===== src/rtl/cavlc_pkg.sv =====
`default_nettype none
// ============================================================================
// Module      : cavlc_pkg
// Description : Shared types and constants for the CAVLC coefficient scan
//               and level encoder stages: coefficient width, scan FSM
//               state encoding, the LIFO entry record and the trailing-ones
//               limit, plus a helper that masks trailing-one sign bits.
// Revision    : 1.0 - initial release
// ============================================================================
package cavlc_pkg;

    localparam int COEF_W = 15;
    localparam int MAX_T1 = 3;

    typedef enum logic [1:0] {
        IDLE = 2'd0,
        SCAN = 2'd1,
        EMIT = 2'd2
    } scan_state_e;

    // One stacked nonzero coefficient: its value and the number of zeros
    // between it and the next lower-index nonzero (or DC, for the lowest).
    typedef struct packed {
        logic [COEF_W-1:0] level;
        logic [3:0]        run_before;
    } coef_entry_t;

    // Keep only the low n sign bits of the trailing-one sign history.
    function automatic logic [2:0] t1_mask(input logic [1:0] n);
        logic [2:0] m;
        case (n)
            2'd0:    m = 3'b000;
            2'd1:    m = 3'b001;
            2'd2:    m = 3'b011;
            default: m = 3'b111;
        endcase
        return m;
    endfunction

endpackage
`default_nettype wire


===== src/rtl/cavlc_coeff_lifo.sv =====
`default_nettype none
// ============================================================================
// Module      : cavlc_coeff_lifo
// Description : 16-deep stack of coef_entry_t with a combinational top.
//               Ports: clk/rst (async, active-high, clears the pointer),
//               push + din, pop, top (entry at ptr-1, zero when empty),
//               ptr (number of stored entries, 0..16).
//               Push and pop together replace the top entry.
// Revision    : 1.0 - initial release
// ============================================================================
module cavlc_coeff_lifo
    import cavlc_pkg::*;
(
    input  logic        clk,
    input  logic        rst,
    input  logic        push,
    input  logic        pop,
    input  coef_entry_t din,
    output coef_entry_t top,
    output logic [4:0]  ptr
);

    coef_entry_t r_mem [16];
    logic [4:0]  r_ptr;

    logic        w_empty;
    logic        w_full;
    logic        w_do_push;
    logic        w_do_pop;
    logic [3:0]  w_top_addr;
    logic [3:0]  w_wr_addr;

    assign w_empty    = (r_ptr == 5'd0);
    assign w_full     = (r_ptr == 5'd16);
    assign w_do_pop   = pop && !w_empty;
    assign w_do_push  = push && (!w_full || w_do_pop);
    assign w_top_addr = r_ptr[3:0] - 4'd1;
    // A simultaneous pop frees the top slot, so the push overwrites it.
    assign w_wr_addr  = w_do_pop ? w_top_addr : r_ptr[3:0];

    always_ff @(posedge clk) begin
        if (w_do_push) begin
            r_mem[w_wr_addr] <= din;
        end
    end

    always_ff @(posedge clk or posedge rst) begin
        if (rst) begin
            r_ptr <= 5'd0;
        end else if (w_do_push && !w_do_pop) begin
            r_ptr <= r_ptr + 5'd1;
        end else if (w_do_pop && !w_do_push) begin
            r_ptr <= r_ptr - 5'd1;
        end
    end

    assign top = w_empty ? '0 : r_mem[w_top_addr];
    assign ptr = r_ptr;

endmodule
`default_nettype wire


===== src/rtl/cavlc_coeff_scan.sv =====
`default_nettype none
// ============================================================================
// Module      : cavlc_coeff_scan
// Description : Latches 16 zig-zag coefficients on start, scans them one per
//               cycle (16 cycles), then reports the block summary and
//               streams the nonzero coefficients highest-index first.
//               Ports: clk, rst (async, active-high), start, zz_00..zz_15;
//               busy, done; summary_valid with total_coeff, trailing_ones,
//               trailing_sign, total_zeros; entry stream ent_valid/ent_ready
//               with ent_level, ent_run_before, ent_zeros_left, ent_t1,
//               ent_last.
// Revision    : 1.0 - initial release
// ============================================================================
module cavlc_coeff_scan
    import cavlc_pkg::*;
(
    input  logic                     clk,
    input  logic                     rst,
    input  logic                     start,
    input  logic signed [COEF_W-1:0] zz_00,
    input  logic signed [COEF_W-1:0] zz_01,
    input  logic signed [COEF_W-1:0] zz_02,
    input  logic signed [COEF_W-1:0] zz_03,
    input  logic signed [COEF_W-1:0] zz_04,
    input  logic signed [COEF_W-1:0] zz_05,
    input  logic signed [COEF_W-1:0] zz_06,
    input  logic signed [COEF_W-1:0] zz_07,
    input  logic signed [COEF_W-1:0] zz_08,
    input  logic signed [COEF_W-1:0] zz_09,
    input  logic signed [COEF_W-1:0] zz_10,
    input  logic signed [COEF_W-1:0] zz_11,
    input  logic signed [COEF_W-1:0] zz_12,
    input  logic signed [COEF_W-1:0] zz_13,
    input  logic signed [COEF_W-1:0] zz_14,
    input  logic signed [COEF_W-1:0] zz_15,
    output logic                     busy,
    output logic                     summary_valid,
    output logic [4:0]               total_coeff,
    output logic [1:0]               trailing_ones,
    output logic [2:0]               trailing_sign,
    output logic [3:0]               total_zeros,
    output logic                     ent_valid,
    input  logic                     ent_ready,
    output logic signed [COEF_W-1:0] ent_level,
    output logic [3:0]               ent_run_before,
    output logic [3:0]               ent_zeros_left,
    output logic                     ent_t1,
    output logic                     ent_last,
    output logic                     done
);

    logic [COEF_W-1:0] w_zz   [16];
    logic [COEF_W-1:0] r_coef [16];

    assign w_zz[0]  = zz_00;
    assign w_zz[1]  = zz_01;
    assign w_zz[2]  = zz_02;
    assign w_zz[3]  = zz_03;
    assign w_zz[4]  = zz_04;
    assign w_zz[5]  = zz_05;
    assign w_zz[6]  = zz_06;
    assign w_zz[7]  = zz_07;
    assign w_zz[8]  = zz_08;
    assign w_zz[9]  = zz_09;
    assign w_zz[10] = zz_10;
    assign w_zz[11] = zz_11;
    assign w_zz[12] = zz_12;
    assign w_zz[13] = zz_13;
    assign w_zz[14] = zz_14;
    assign w_zz[15] = zz_15;

    scan_state_e r_state;
    logic [4:0]  r_cnt;       // scan index in SCAN, entries emitted in EMIT
    logic [3:0]  r_zcnt;
    logic [3:0]  r_last_idx;
    logic [4:0]  r_tc;
    logic [1:0]  r_t1;
    logic [2:0]  r_hist;      // bit 0 = sign of the most recent +/-1
    logic [3:0]  r_zl;

    logic              w_accept;
    logic              w_xfer;
    logic [COEF_W-1:0] w_cur;
    logic              w_nz;
    logic              w_is_one;
    logic [3:0]        w_zcnt_n;
    logic [4:0]        w_tc_n;
    logic [3:0]        w_last_n;
    logic [1:0]        w_t1_n;
    logic [2:0]        w_hist_n;
    logic [3:0]        w_tz_n;

    coef_entry_t w_push_data;
    coef_entry_t w_top;
    logic [4:0]  w_ptr;
    logic        w_push;

    // A start coinciding with done is dropped so the packer always sees a
    // gap between blocks.
    assign w_accept = start && (r_state == IDLE) && !done;
    assign w_xfer   = ent_valid && ent_ready;

    assign w_cur    = r_coef[r_cnt[3:0]];
    assign w_nz     = |w_cur;
    assign w_is_one = (w_cur == COEF_W'(1)) || (w_cur == '1);

    always_comb begin
        w_zcnt_n = w_nz ? 4'd0 : r_zcnt + 4'd1;
        w_tc_n   = r_tc + {4'd0, w_nz};
        w_last_n = w_nz ? r_cnt[3:0] : r_last_idx;
        w_t1_n   = r_t1;
        w_hist_n = r_hist;
        if (w_nz) begin
            if (w_is_one) begin
                w_t1_n   = (r_t1 == 2'(MAX_T1)) ? r_t1 : r_t1 + 2'd1;
                w_hist_n = {r_hist[1:0], w_cur[COEF_W-1]};
            end else begin
                w_t1_n   = 2'd0;
            end
        end
        // Modulo-16 arithmetic is exact here: the true result is 0..15,
        // including the full block (15 + 1 - 16 = 0).
        w_tz_n = (w_tc_n == 5'd0) ? 4'd0
                                  : w_last_n + 4'd1 - w_tc_n[3:0];
    end

    assign w_push               = (r_state == SCAN) && w_nz;
    assign w_push_data.level      = w_cur;
    assign w_push_data.run_before = r_zcnt;

    cavlc_coeff_lifo u_lifo (
        .clk  (clk),
        .rst  (rst),
        .push (w_push),
        .pop  (w_xfer),
        .din  (w_push_data),
        .top  (w_top),
        .ptr  (w_ptr)
    );

    always_ff @(posedge clk) begin
        if (w_accept) begin
            r_coef <= w_zz;
        end
    end

    always_ff @(posedge clk or posedge rst) begin
        if (rst) begin
            r_state       <= IDLE;
            r_cnt         <= 5'd0;
            r_zcnt        <= 4'd0;
            r_last_idx    <= 4'd0;
            r_tc          <= 5'd0;
            r_t1          <= 2'd0;
            r_hist        <= 3'd0;
            r_zl          <= 4'd0;
            busy          <= 1'b0;
            summary_valid <= 1'b0;
            total_coeff   <= 5'd0;
            trailing_ones <= 2'd0;
            trailing_sign <= 3'd0;
            total_zeros   <= 4'd0;
            done          <= 1'b0;
        end else begin
            done <= 1'b0;
            case (r_state)
                IDLE: begin
                    // Clears the summary after an all-zero block's done cycle.
                    summary_valid <= 1'b0;
                    if (w_accept) begin
                        busy       <= 1'b1;
                        r_cnt      <= 5'd0;
                        r_zcnt     <= 4'd0;
                        r_last_idx <= 4'd0;
                        r_tc       <= 5'd0;
                        r_t1       <= 2'd0;
                        r_hist     <= 3'd0;
                        r_state    <= SCAN;
                    end
                end
                SCAN: begin
                    r_zcnt     <= w_zcnt_n;
                    r_tc       <= w_tc_n;
                    r_last_idx <= w_last_n;
                    r_t1       <= w_t1_n;
                    r_hist     <= w_hist_n;
                    r_cnt      <= r_cnt + 5'd1;
                    if (r_cnt == 5'd15) begin
                        // Summary uses the next-state values so that the
                        // final coefficient is already included.
                        summary_valid <= 1'b1;
                        total_coeff   <= w_tc_n;
                        trailing_ones <= w_t1_n;
                        trailing_sign <= w_hist_n & t1_mask(w_t1_n);
                        total_zeros   <= w_tz_n;
                        r_zl          <= w_tz_n;
                        r_cnt         <= 5'd0;
                        if (w_tc_n == 5'd0) begin
                            done    <= 1'b1;
                            busy    <= 1'b0;
                            r_state <= IDLE;
                        end else begin
                            r_state <= EMIT;
                        end
                    end
                end
                EMIT: begin
                    if (w_xfer) begin
                        r_zl  <= r_zl - w_top.run_before;
                        r_cnt <= r_cnt + 5'd1;
                        if (w_ptr == 5'd1) begin
                            done          <= 1'b1;
                            busy          <= 1'b0;
                            summary_valid <= 1'b0;
                            r_state       <= IDLE;
                        end
                    end
                end
                default: begin
                    r_state <= IDLE;
                end
            endcase
        end
    end

    // Entry fields are forced to zero whenever no entry is being offered.
    assign ent_valid      = (r_state == EMIT);
    assign ent_level      = ent_valid ? w_top.level : '0;
    assign ent_run_before = ent_valid ? w_top.run_before : 4'd0;
    assign ent_zeros_left = ent_valid ? r_zl : 4'd0;
    assign ent_t1         = ent_valid && (r_cnt < {3'd0, trailing_ones});
    assign ent_last       = ent_valid && (w_ptr == 5'd1);

endmodule
`default_nettype wire


===== config.mk =====
export PLATFORM = sky130hd
export DESIGN_NAME = cavlc_coeff_scan
export DESIGN_NICKNAME = d
export VERILOG_FILES = /design/src/rtl/cavlc_pkg.sv /design/src/rtl/cavlc_coeff_lifo.sv /design/src/rtl/cavlc_coeff_scan.sv
export SDC_FILE = /design/constraint.sdc
export NUM_CORES = 1
export LEC_CHECK = 0
export CORE_ASPECT_RATIO = 1.1
export CORE_MARGIN = 8
export CORE_UTILIZATION = 60
export CTS_BUF_LIST = sky130_fd_sc_hd__clkbuf_8
export DETAILED_ROUTE_END_ITERATION = 16
export DONT_BUFFER_PORTS = 1
export GPL_TIMING_DRIVEN = 1
export PLACE_DENSITY = 0.76
export REMOVE_ABC_BUFFERS = 1
export SKIP_LAST_GASP = 1
export SYNTH_ARGS = -nofsm -noshare
export SYNTH_HDL_FRONTEND = slang
export SYNTH_SLANG_ARGS = --single-unit

===== constraint.sdc =====
create_clock -name clk -period 8.9 [get_ports clk]
set_clock_uncertainty 0.1 [all_clocks]
set_input_delay 1.78 -clock clk [delete_from_list [all_inputs] [get_ports clk]]
set_output_delay 1.78 -clock clk [all_outputs]
set_load 0.005 [all_outputs]

[After elaboration in Yosys (flattened, before gate mapping)]
Memory sizes are Yosys's and may differ from the RTL's.
Index checks and enable logic that the tools add are counted.
Cells by class
  $add $sub $neg: 10
  $lt $le $gt $ge: 2
  eq/ne operators: 15
  muxes and demuxes: 57
  bitwise operators: 2
  reductions and logical operators: 33
Operators by type and width (count)
  15-bit binary-select mux with 4-bit select: 1
  15-bit 2-to-1 mux: 3
  4-bit 2-to-1 mux: 9
  5-bit 2-to-1 mux: 5
  4-bit case mux with 2 select lines: 3
  19-bit 2-to-1 mux: 1
  2-bit 2-to-1 mux: 9
  15-bit by 1-bit equality test with 1-bit output (second input constant): 1
  15-bit equality test (second input constant): 1
  3-bit 2-to-1 mux: 5
  5-bit case mux with 3 select lines: 1
  15-bit OR reduction: 1
  1-bit 2-to-1 mux: 12
  5-bit by 1-bit adder with 5-bit output (second input constant): 2
  1-bit logical AND: 10
  5-bit logical NOT: 2
  5-bit case mux with 2 select lines: 1
  3-bit case mux with 3 select lines: 1
  4-bit by 1-bit adder with 4-bit output (second input constant): 2
  4-bit AND reduction: 2
  4-bit subtractor: 2
  2-bit equality test (second input constant): 3
  2-bit by 1-bit != test with 1-bit output (second input constant): 3
  1-bit case mux with 3 select lines: 2
  25 further kinds: 37
Storage, ports and cells
  flip-flop bits (word level): 291
  RAM bits: 304
  input port bits: 244
  output and inout bits: 43
  word-level logic and storage cells: 152
  memories: 1
Memory list
  u_lifo.r_mem: depth 16, bits a word 19, rd ports 1, clocked after Yosys merged registers in 0, write ports 1, RTL line cavlc_coeff_lifo.sv:23  | coef_entry_t r_mem [16];

[Logic depth before layout (Yosys ltp)]
  word-level depth: 13
  depth in mapped cells: 23
  gate-level depth less buffers: 18

[By module]
From an unflattened synthesis, not the netlist that was laid out.
Unflattened totals
  cell total of the unflattened synthesis: 1601
  area, all modules: 26758.2 sq um
Modules (own cells, without submodules)
  cavlc_coeff_lifo: times used 1, cells an instance 868, area an instance 14760.4 sq um, seq. area each 9253.9 sq um
  cavlc_coeff_scan: times used 1, cells an instance 733, area an instance 11997.8 sq um, seq. area each 8358.0 sq um

[Worst setup path after synthesis]
Ideal clock, no wire load.
  kind: input port to flip-flop
  from: input start
  to: register r_coef[0] (netlist name) (enable)
  setup time: 0.591 ns
  arrival time: 6.873 ns
  required time: 8.209 ns
  path slack: 1.336 ns
  stages on the path: 4
  path buffers: 1
  path through: nand2_1 or2_2 clkbuf_1 inv_1
On the way
  longest elaborated chain between the ends: 2
Ends and longest elaborated chain
  from (decl): RTL line cavlc_coeff_scan.sv:19  | input logic start,
  1-bit logical AND (2 in a row): RTL line cavlc_coeff_scan.sv:100  | assign w_accept = start && (r_state == IDLE) && !done;
  via w_accept: RTL line cavlc_coeff_scan.sv:81  | logic w_accept;
  to (signal assigned): RTL line cavlc_coeff_scan.sv:143  | r_coef <= w_zz;
  to (decl): RTL line cavlc_coeff_scan.sv:53  | logic [COEF_W-1:0] r_coef [16];
The timed path passes the listed nets, and every way through them passes these cells.
A chain may end at the register's enable or synchronous reset.

[Final worst setup path]
  from: register u_lifo.r_ptr[0], in the netlist u_lifo.ptr[0]
  to: output ent_level[2]
On the way
  longest elaborated chain between the ends: 4
  elaborated cells between the ends (all ways): 5
  those cells by class: 1 x add/sub; 2 x mux; 1 x reduce/logical; 1 x memory
Ends and longest elaborated chain
  from (decl): RTL line cavlc_coeff_lifo.sv:24  | logic [4:0] r_ptr;
  from (signal assigned): RTL line cavlc_coeff_lifo.sv:51  | r_ptr <= r_ptr + 5'd1;
  from (signal assigned): RTL line cavlc_coeff_lifo.sv:53  | r_ptr <= r_ptr - 5'd1;
  4-bit by 1-bit subtractor with 4-bit output: RTL line cavlc_coeff_lifo.sv:37  | assign w_top_addr = r_ptr[3:0] - 4'd1;
  memory read 16 x 19 bit
  19-bit 2-to-1 mux (*): RTL line cavlc_coeff_lifo.sv:57  | assign top = w_empty ? '0 : r_mem[w_top_addr];
  15-bit 2-to-1 mux (*): RTL line cavlc_coeff_scan.sv:228  | assign ent_level = ent_valid ? w_top.level : '0;
  to (decl): RTL line cavlc_coeff_scan.sv:44  | output logic signed [COEF_W-1:0] ent_level,
Every way passes the cells marked *; elsewhere a longest branch is shown, timed or not.

==> summary.md <==
| Metric | Value |
|---|---|
| Core ar. | `0.03989 mm2` |
| Post-Syn Area per Cell | `18.77 um2` |
| Number of buffers created by CTS | `87` |
| Sequential share of power | `0.461` |
| Routed Antenna Nets | `0` |
| Final Cycle Share | `0.7110` |
| Hold_buf cts | `0` |
| CP arrival | `4.45 ns` |
| Total negative slack | `0 ns` |
| DRT iter0 DRCs | `990` |
| Num Clock Sinks | `595` |
| TritonCTS clock tree | `yes` |
| Setup-failing EPs final | `0` |
| Synth area leaders | `edfxtp_1 68%, mux4_2 12%, dfrtp_1 5.3%, mux2i_1 2.2%, nand2_1 1.2%` |
| FF-to-FF setup slack | `2.66 ns` |
| Final Instance Count excl. Fillers | `1927` |
| Post-CTS setup buffers | `0` |
| Switching share of power | `0.3228` |
| Starting density of the core | `0.6037` |
| FP Rows | `77` |
| Hold Path Depth | `2` |
| Worst reg-to-reg path cell count | `19` |
| Gate Count Post-Synth | `1283` |
| Rel. slew slack | `0.1220` |
| Hold crit path type | `register to register` |
| EDFF count, synth | `544` |
| Largest area contributor in the netlist | `edfxtp_1` |
| Critical Path RT | `7.02 ns` |
| Final Hold Vio Count | `0` |
| Minimum clock period | `6.328 ns` |
| R2r endpoint | `total_zeros[3]` |
| Post-Syn Area | `0.02408 mm2` |
| Placer Congestion | `0.7985` |
| WL per Instance | `27.68 um` |
| Launch point of the worst reg-to-reg path | `r_cnt[0]` |
| Area grow syn2layout | `9.353%` |
| Max Freq | `0.1580 GHz` |
| CP Max Fanout | `51` |
| RSZ-0062 raised after global routing | `false` |
| Power Dens Cells | `315.9 mW/mm2` |
| Number of global-route vias before repair | `12620` |
| Asr flop ratio synth | `0.08571` |
| First-pass GRT wire length | `78910 um` |
| Status | `completed` |
| Final Max Tran Viols | `0` |
| Most used flip-flop cell after synthesis | `edfxtp_1` |
| Clock share of power | `0.240` |
| Share of cells above drive strength 1 | `0.2127` |
| CP startpoint kind | `register` |
| Switching component of the power | `2.685 mW` |
| Top-Level Pins | `287` |
| Final core occ | `0.6602` |
| # DRC | `0` |
| Grt ovf | `0` |
| Synth cell count leaders | `544 x edfxtp_1, 124 x mux4_2, 78 x nand2_1` |
| Min-delay src | `r_last_idx[1]` |
| Max-cap violation count | `0` |
| Total number of vias | `12141` |
| WS Path Type | `register to output port` |
| WHS Endpoint | `r_last_idx[1]` |
| Layout Nets | `1604` |
| Logic pwr share | `0.299` |
| Worst hold margin | `0.3929 ns` |
| Max IR drop VDD | `0.2193 mV` |
| CTS Buffer Depth | `3` |
| Worst skew pair latency | `0.65 ns` |
| Resize count post-CTS | `0` |
| Fillers | `2627` |
| Tot GR Track Use | `0.2263` |
| Syn. warnings | `0` |
| Leak pwr | `8.770 nW` |
| Htree depth | `3` |
| Tot Pwr | `8.318 mW` |
| DIE AREA | `0.04681 mm2` |
| Post-Route WL | `53350 um` |
| Largest net degree at the start of global routing | `86` |
| Clk slew on worst S/H paths | `0.06 ns` |
| Sequential fraction of the synthesis area | `0.7314` |
| Area fraction of the dominant cell type after synthesis | `0.6784` |
| Clk root buf | `clkbuf_8` |
| Die height | `226.1 um` |
| Initial antenna violation count | `24` |
| Drt pass-1 iters | `8` |
| Average via count per standard cell | `6.300` |
| Int Pwr | `5.633 mW` |
| # port buffers | `0` |
| Chip Width | `207.0 um` |
| DP HPWL | `34730 um` |
| Post-synth cell types | `61` |
| Post-synthesis register bit count | `595` |
| Critical Path Sink Type | `output port` |
| Slew @ Worst Pin | `1.312 ns` |
| Dpl cells | `1760` |
| Count leader, synth | `edfxtp_1` |
-- stage by stage --
stage,worst slack [ns],instance area (um2)
floorplan,0.5165,23790
global route,2.211,26320
global placement,2.826,24720
finish,2.572,26330
detailed placement,2.663,24720
CTS,2.464,26310
-- flip-flops by register name, summed over array words and instances (netlist names) --
| name | cells |
|---|---|
| total_zeros | 4 |
| r_hist | 3 |
| summary_valid | 1 |
| total_coeff | 5 |
| u_lifo.ptr | 5 |
| done | 1 |
| r_tc | 5 |
| r_state | 2 |
| r_cnt | 5 |
| r_zl | 4 |
| trailing_ones | 2 |
| r_coef | 240 |
| r_t1 | 2 |
| trailing_sign | 3 |
| r_zcnt | 4 |
| r_last_idx | 4 |
| busy | 1 |
| u_lifo.r_mem | 304 |
-- metal layers --
layer  vias up  global-route usage  wire length, um
met4        30             0.08212             1214
li1       5269                   -                -
met3        95             0.07356             4835
met1      6221              0.2669            19870
met2       526              0.3885            27240
met5         -                   0              191
-- area by class of cell --
class                   instances  area [um2]  share of cell area
diodes                          8       20.02           0.0007603
clock buffers                  89        1225             0.04652
inverters                      30       120.1            0.004562
clock inverters                70       362.8             0.01378
multi-input cells             598        6160              0.2339
repair buffers                 24       180.2            0.006842
flip-flops and latches        595       17620              0.6692
well taps                     513       641.9             0.02438
-- cells by family after synthesis --
kind of cell / synth area share
compound gates: 0.04193
xor+xnor: 0.007275
fa+ha+maj: 0.01309
buf+inv: 0.01663
flops: 0.7314
mux: 0.1456
simple gates: 0.04406
-- how the worst max path moves through the flow --
stage / startpoint / end / slack, ns / cells past startpoint
after detailed placement: r_cnt[0] / total_zeros[3] / 2.66 / 19
final: u_lifo.ptr[0] / ent_level[2] / 2.57 / 7
after floorplan: u_lifo.ptr[0] / ent_run_before[0] / 0.52 / 7
after CTS: u_lifo.ptr[0] / ent_level[2] / 2.46 / 7
after global routing: r_cnt[0] / total_zeros[3] / 2.21 / 19
after global placement: r_cnt[0] / total_zeros[3] / 2.83 / 19
-- cells in the final DEF (no fill, tap or decap), types with 33 or more instances in the layout --
cell,Yosys,layout
inv_1,29,54
clkbuf_8,0,89
o21ai_0,33,33
nor2_1,43,34
mux4_2,124,124
a211oi_1,33,33
nand2_1,78,78
mux2i_1,54,54
dfrtp_1,51,47
edfxtp_1,544,544
-- power by group through the flow --
stage	registers (mW)	logic (mW)	clock network, mW
global route	3.88	2.72	2.15
CTS	3.84	2.51	2.04
finish	3.84	2.49	2.00
floorplan	3.93	1.85	0
global placement	3.88	2.45	0
detailed placement	3.90	2.50	0
-- critical path, cell delays in order, from the launching register on --
cell,delay (ns)
dfrtp_4,0.88
inv_1,0.23
ha_4,0.63
buf_4,0.69
mux4_2,0.33
nor2b_1,0.13
a211oi_1,0.07
a211oi_1,0.77
No activity file was read; power rests on OpenSTA's default activity.
